<file path="config.mk">
export PLATFORM = sky130hd
export DESIGN_NAME = sqrt_seq_param
export DESIGN_NICKNAME = d
export VERILOG_FILES = /design/src/rtl/sqrt_pkg.sv /design/src/rtl/sqrt_step.sv /design/src/rtl/sqrt_seq_param.sv
export SDC_FILE = /design/constraint.sdc
export NUM_CORES = 1
export LEC_CHECK = 0
export BUFFER_PORTS_ARGS = -buffer_cell sky130_fd_sc_hd__buf_2
export CORE_ASPECT_RATIO = 0.6
export CORE_MARGIN = 8
export CORE_UTILIZATION = 54
export CTS_BUF_LIST = sky130_fd_sc_hd__clkbuf_8
export CTS_CLUSTER_SIZE = 14
export DETAILED_ROUTE_END_ITERATION = 10
export GPL_ROUTABILITY_DRIVEN = 0
export GPL_TIMING_DRIVEN = 0
export MAX_ROUTING_LAYER = met4
export PLACE_DENSITY = 0.74
export SLEW_MARGIN = 20
export SYNTH_ARGS = -nofsm -noshare
export SYNTH_HDL_FRONTEND = slang
export SYNTH_SLANG_ARGS = --single-unit
</file>
<file path="constraint.sdc">
create_clock -name clk_i -period 5.2 [get_ports clk_i]
set_input_delay 0.52 -clock clk_i [delete_from_list [all_inputs] [get_ports clk_i]]
set_output_delay 0.52 -clock clk_i [all_outputs]
set_load 0.01 [all_outputs]
</file>
<file path="src/rtl/sqrt_pkg.sv">
// Shared types and elaboration helpers for the sequential square-root unit.
package sqrt_pkg;

    typedef enum logic {
        IDLE = 1'b0,
        WORK = 1'b1
    } state_t;

    function automatic bit width_legal(input int w);
        return (w >= 4) && ((w % 2) == 0);
    endfunction

    // Counter must hold OUT_W-1; never let it collapse to zero bits.
    function automatic int cnt_width(input int out_w);
        return (out_w > 1) ? $clog2(out_w) : 1;
    endfunction

endpackage

</file>
<file path="src/rtl/sqrt_step.sv">
// One restoring bit-pair iteration of the integer square root (combinational).
module sqrt_step #(
    parameter int WIDTH = 16
) (
    input  logic [WIDTH-1:0] x,
    input  logic [WIDTH-1:0] y,
    input  logic [WIDTH-1:0] m,
    output logic [WIDTH-1:0] x_nxt,
    output logic [WIDTH-1:0] y_nxt
);

    logic [WIDTH-1:0] b;
    logic [WIDTH-1:0] y_sh;

    // y and m never overlap, so OR is the same as adding the trial bit.
    assign b    = y | m;
    assign y_sh = y >> 1;

    always_comb begin
        x_nxt = x;
        y_nxt = y_sh;
        if (x >= b) begin
            x_nxt = x - b;
            y_nxt = y_sh | m;
        end
    end

endmodule

</file>
<file path="src/rtl/sqrt_seq_param.sv">
// Sequential floor(sqrt(x)) with remainder, one root bit per clock, start/busy handshake.
module sqrt_seq_param
    import sqrt_pkg::*;
#(
    parameter int WIDTH = 16
) (
    input  logic                 clk_i,
    input  logic                 rst_i,
    input  logic                 start_i,
    input  logic [WIDTH-1:0]     x_bi,
    output logic                 busy_o,
    output logic                 valid_o,
    output logic [WIDTH/2-1:0]   y_bo,
    output logic [WIDTH/2:0]     rem_bo
);

    localparam int OUT_W = WIDTH / 2;
    localparam int CNT_W = cnt_width(OUT_W);
    localparam logic [WIDTH-1:0] M_INIT = WIDTH'(1) << (WIDTH - 2);

    generate
        if (!width_legal(WIDTH)) begin : g_bad_width
            $error("sqrt_seq_param: WIDTH must be even and >= 4");
        end
    endgenerate

    state_t           state_q, state_d;
    logic [WIDTH-1:0] x_q, x_d;
    logic [WIDTH-1:0] y_q, y_d;
    logic [WIDTH-1:0] m_q, m_d;
    logic [CNT_W-1:0] cnt_q, cnt_d;
    logic             valid_d;
    logic [OUT_W-1:0] y_res_d;
    logic [OUT_W:0]   rem_res_d;
    logic [WIDTH-1:0] x_step, y_step;

    sqrt_step #(
        .WIDTH (WIDTH)
    ) u_step (
        .x     (x_q),
        .y     (y_q),
        .m     (m_q),
        .x_nxt (x_step),
        .y_nxt (y_step)
    );

    assign busy_o = (state_q == WORK);

    always_comb begin
        state_d   = state_q;
        x_d       = x_q;
        y_d       = y_q;
        m_d       = m_q;
        cnt_d     = cnt_q;
        valid_d   = 1'b0;
        y_res_d   = y_bo;
        rem_res_d = rem_bo;
        case (state_q)
            IDLE: begin
                if (start_i) begin
                    state_d = WORK;
                    x_d     = x_bi;
                    y_d     = '0;
                    m_d     = M_INIT;
                    cnt_d   = CNT_W'(OUT_W - 1);
                end
            end
            WORK: begin
                x_d   = x_step;
                y_d   = y_step;
                m_d   = m_q >> 2;
                cnt_d = cnt_q - 1'b1;
                // Root settles in the low OUT_W bits; the residue is bounded by 2y.
                if (cnt_q == '0) begin
                    valid_d   = 1'b1;
                    y_res_d   = y_step[OUT_W-1:0];
                    rem_res_d = x_step[OUT_W:0];
                    state_d   = IDLE;
                end
            end
            default: state_d = IDLE;
        endcase
    end

    always_ff @(posedge clk_i or posedge rst_i) begin
        if (rst_i) begin
            state_q <= IDLE;
            x_q     <= '0;
            y_q     <= '0;
            m_q     <= '0;
            cnt_q   <= '0;
            valid_o <= 1'b0;
            y_bo    <= '0;
            rem_bo  <= '0;
        end else begin
            state_q <= state_d;
            x_q     <= x_d;
            y_q     <= y_d;
            m_q     <= m_d;
            cnt_q   <= cnt_d;
            valid_o <= valid_d;
            y_bo    <= y_res_d;
            rem_bo  <= rem_res_d;
        end
    end

endmodule

</file>
======== Word level (Yosys, flattened, before mapping) ========
Index checks and enable logic that the tools add are counted.
word-level totals
  word-level logic and storage cells ...... 35
  input port bits ......................... 19
  register bits ........................... 70
  output and inout bits ................... 19
operators by class
  eq/ne operators ......................... 2
  $lt $le $gt $ge ......................... 1
  reductions and logical operators ........ 3
  bitwise gates (word level) .............. 3
  add/subtract/negate cells ............... 2
  mux-type cells .......................... 15
operators by type and width
  cell                                                                count
  16-bit one-hot mux with 2 select lines                              3
  16-bit two-way mux                                                  5
  16-bit greater-or-equal comparator                                  1
  15-bit by 16-bit OR with 16-bit output                              1
  16-bit OR                                                           1
  16-bit subtractor                                                   1
  3-bit one-hot mux with 2 select lines                               1
  1-bit two-way mux                                                   4
  2-bit AND reduction                                                 2
  3-bit zero test                                                     1
  3-bit two-way mux                                                   1
  3-bit by 1-bit subtractor with 3-bit output, second input constant  1
  2-bit by 1-bit != test with 1-bit output, second input constant     1
  2-bit != test, second input constant                                1
  1-bit one-hot mux with 2 select lines                               1
  1-bit inverter                                                      1

======== Longest topological paths before layout ========
  word-level depth ........................ 4
  gate-level depth with buffers ........... 11
  depth with buffers taken out ............ 10

======== Cells and area by module ========
A second synthesis with hierarchy kept.
unflattened totals
  cell total of the unflattened synthesis .. 407
  area, all modules ....................... 3849.9 sq um
modules (own cells, without submodules)
  module          cells each  sequential area each (sq um)  times used  area each (sq um)
  sqrt_seq_param  226         1551.5                        1           2576.2
  sqrt_step       181         0.0                           1           1273.7

======== Least setup slack after synthesis ========
Ideal clock, no wire load.
  path kind ............................... register to register
  start ................................... register m_q[0]
  end ..................................... register rem_bo[2]
  path slack .............................. 2603 ps
  cell stages (with the launch flop) ...... 11
  required time ........................... 5068 ps
  setup time .............................. 132 ps
  buffers on the path ..................... 1
  clock period less this slack ............ 2597 ps
  arrival time ............................ 2465 ps
  path through ............................ dfrtp_1 > or2_2 > ha_1 > fa_1 > nand2b_1 > a21oi_1 > o21ai_2 > a31oi_2 > buf_6 > mux2i_1 > o21ai_1
between the ends
  longest elaborated chain between the ends .. 3
  elaborated cells on any way between the ends .. 4
  classes of those cells .................. add/sub (1); order compare (1); mux (1); bitwise (1)
ends and longest elaborated chain
  item                                                                            RTL line                          source
  start: declaration                                                              sqrt_seq_param.sv:30              logic [WIDTH-1:0] m_q, m_d;
  start signal: assignment                                                        sqrt_seq_param.sv:99              m_q <= m_d;
  16-bit OR *                                                                     sqrt_step.sv:16                   assign b = y | m;
  16-bit subtractor / 16-bit greater-or-equal comparator (equally long branches)  sqrt_step.sv:23, sqrt_step.sv:22
  16-bit two-way mux *                                                            sqrt_step.sv:22                   if (x >= b) begin
  end signal: assignment                                                          sqrt_seq_param.sv:103             rem_bo <= rem_res_d;
  end: declaration                                                                sqrt_seq_param.sv:14              output logic [WIDTH/2:0] rem_bo
Mark *: on every way between the ends. The rest lies on a longest branch, timed or not. The select of a mux whose other input is x is not followed.
A chain may end at the register's enable or synchronous reset.

======== Worst setup path after layout ========
  start ................................... register m_q[0]
  end ..................................... register rem_bo[8]
Same word-level chain as after synthesis.

==> results.md <==
* DRT iter0 DRCs at 283
* Detailed Route WL at 9015 um
* CP dominant cell by count: a21oi_1
* Final Critical Period at 3.108 ns
* Worst Path Buf+Inv at 1
* Syn Area/Cell at 8.996 um2
* Area share of the largest cell type after synthesis at 43.51%
* CTS Buf Count at 9
* Clock Path Buffers at 2
* Root Buffer: clkbuf_8
* Number of antenna violations at the first check in global routing at 0
* Worst-skew pair later-pin latency at 0.35 ns
* Mapped Cells at 390
* Synth area leader: dfrtp_1
* Max-cap violations at 0
* Top post-synthesis cells by area: dfrtp_1, nand2_1, ha_1
* Largest delay share family, worst path: compound AO/OA/AOI/OAI gates
* Clock skew at 0.01053 ns
* DR pass1 iterations at 5
* Top-Level Pins at 38
* Data arrival time of the worst path at 3.33 ns
* Final Max Tran Viols at 0
* Hold WS at 0.06253 ns
* Vias at 3060
* CTS sink count at 61
* Crit path max fanout at 10
* DRC at 0
* CP cell instances: or2_2 > ha_1 > fa_1 > nand2b_1 > a21oi_1 > o21ai_2 > a31oi_2 > buf_6 > mux2i_1 > a21oi_1
* Worst path max stage delay at 0.40 ns
* Startpoint types: flop
* Fraction of layout cells with a size suffix above 1 at 17.38%
* Filler Cell Count at 536
* CTS H-tree depth at 3
* Overall Global Routing Usage at 20.38%
* Fmax at 321.8 MHz
* Register clock-pin slew on the reported worst setup and hold paths at 0.08 ns
* Mapped Nets at 427
* RSZ-0062 raised after global routing: false
* Period Utilization, post-route at 59.77%
* Post-synth top flop: dfrtp_1
* Outcome: complete, no violations
* Slew @ Worst Pin at 0.5981 ns
* Fin cells at 527
* Cts-stage hold buffer count at 0
* WL/cell at 17.11 um
* Placed Cells at 511
* Antenna-violating nets left at 0
* Resized Gates After CTS at 0
* Nets at 475
* Vias in the first global route at 2925
* Initial core utilization at 56.65%
* Cell area after synthesis at 3508 um2
* Post-synth EDFFs at 0
* Most frequent cells in the layout: dfrtp_1, nand2_1, nor2_1
* Post-synthesis sequential area ratio at 43.51%
* Commonest non-fill, non-tap cell in the layout: dfrtp_1
* Final HPWL DP at 6703 um
* Post-synth ARST share at 100.0%
* Ant. Diodes at 0
* Worst min path class: in -> async
* Synth Register Bits at 61
* First-pass GRT wire length at 14770 um
* Normalized max-slew margin at 60.12%
* Number of I/O port buffers at 36
* Slowest cell on the critical path: fa_1
* Final hold vios at 0
* Vias per inst at 5.806
* Die Y at 78.44 um
* Post-CTS setup buffer count at 0
* Critical path class: reg -> reg
* TNS Setup at 0 ns
* Crit path capture type: flop
* Synthesis Warnings at 0
* Row cnt at 22
* Distinct cells, synth at 51
* Critical path required time at 5.42 ns
* CTS tree: yes
* Core area at 6193 um2
* Syn-to-layout area delta at 14.44%
* Width of the chip at 120.1 um
* Die Area at 9417 um2
* Largest net degree at the start of global routing at 52
* Grt ovf at 0
* Setup violators final at 0
-- worst paths after layout --
| path | from | end | slack [ns] | depth (start not counted) |
|---|---|---|---|---|
| worst max-delay path | m_q[0] | rem_bo[8] | 2.09 | 10 |
| worst min-delay path | rst_i | y_q[6] | 0.06 | 2 |
| worst max register to register | m_q[0] | rem_bo[8] | 2.09 | 10 |
| worst min register to register | cnt_q[0] | cnt_q[0] | 0.47 | 1 |
| max in group asynchronous | rst_i | x_q[0] | 4.65 | 3 |
| min in group clk_i | x_bi[9] | x_q[9] | 0.41 | 3 |
-- worst reg2reg max path, cell delays in order, from the launching register on --
cell      delay, ns
dfrtp_1        0.39
or2_2          0.33
ha_1           0.21
fa_1           0.40
nand2b_1       0.18
a21oi_1        0.26
o21ai_2        0.15
a31oi_2        0.38
buf_6          0.23
mux2i_1        0.33
a21oi_1        0.12
-- per-layer routing --
metal	track usage (%)	share of wire, %	routed length, um
met3	5.429	7.7	693
met2	28.10	42	3790
met5	-	0	0
met4	5.576	0.91	82
met1	28.69	49	4449
-- cells by family after synthesis --
| group | Yosys count | synth area share (%) |
|---|---|---|
| AND/OR/NAND/NOR | 144 | 18.65 |
| AO/OA/AOI/OAI | 109 | 20.26 |
| flip-flops | 61 | 43.51 |
| buffers and inverters | 35 | 4.636 |
| adder cells (fa/ha/maj) | 18 | 6.633 |
| multiplexers | 14 | 4.066 |
| XOR/XNOR | 9 | 2.247 |
-- registers in the layout, indices dropped and copies added (netlist names) --
register and cells:
rem_bo 9, valid_o 1, busy_o 1, y_bo 8
y_q 15, cnt_q 3, x_q 16, m_q 8
-- synth_stat cells (2+ instances only) --
master,count
dfrtp_1,61
nand2_1,60
nor2_1,41
o21ai_0,27
a21oi_1,26
ha_1,17
nand2b_1,16
inv_1,14
mux2i_1,12
clkbuf_1,10
o22ai_1,10
o31ai_1,9
o21ai_1,8
xnor2_1,6
nor3_1,5
a31oi_1,4
nand3_1,4
nor3b_1,4
o21a_1,4
a21o_1,3
a221o_1,3
buf_2,3
buf_6,3
nor2b_1,3
xor2_1,3
a211oi_1,2
a31oi_2,2
and3_1,2
buf_1,2
mux2_2,2
o211ai_1,2
o221a_2,2
or2_2,2
-- metrics by stage --
step	utilization [%]	setup WS (ns)	area, um2
floorplan	-	2.603	3508
global placement	61.25	2.187	3794
detailed placement	61.74	2.183	3824
CTS	64.83	2.158	4015
global route	64.83	1.973	4015
finish	64.83	2.092	4015
-- area by class of cell --
cell class              count  area, um2  share of cell area (%)
repair buffers             37      207.7                   5.173
flip-flops and latches     61       1526                   38.02
plain buffers              20      106.4                   2.649
well taps                  84      105.1                   2.618
clock buffers               9      123.9                   3.085
inverters                  15      58.81                   1.465
clock inverters             7      67.56                   1.683
multi-input cells         294       1819                   45.31
Power is not shown: default switching activity piles up to over one toggle a cycle in this logic, so the estimate is an artifact.
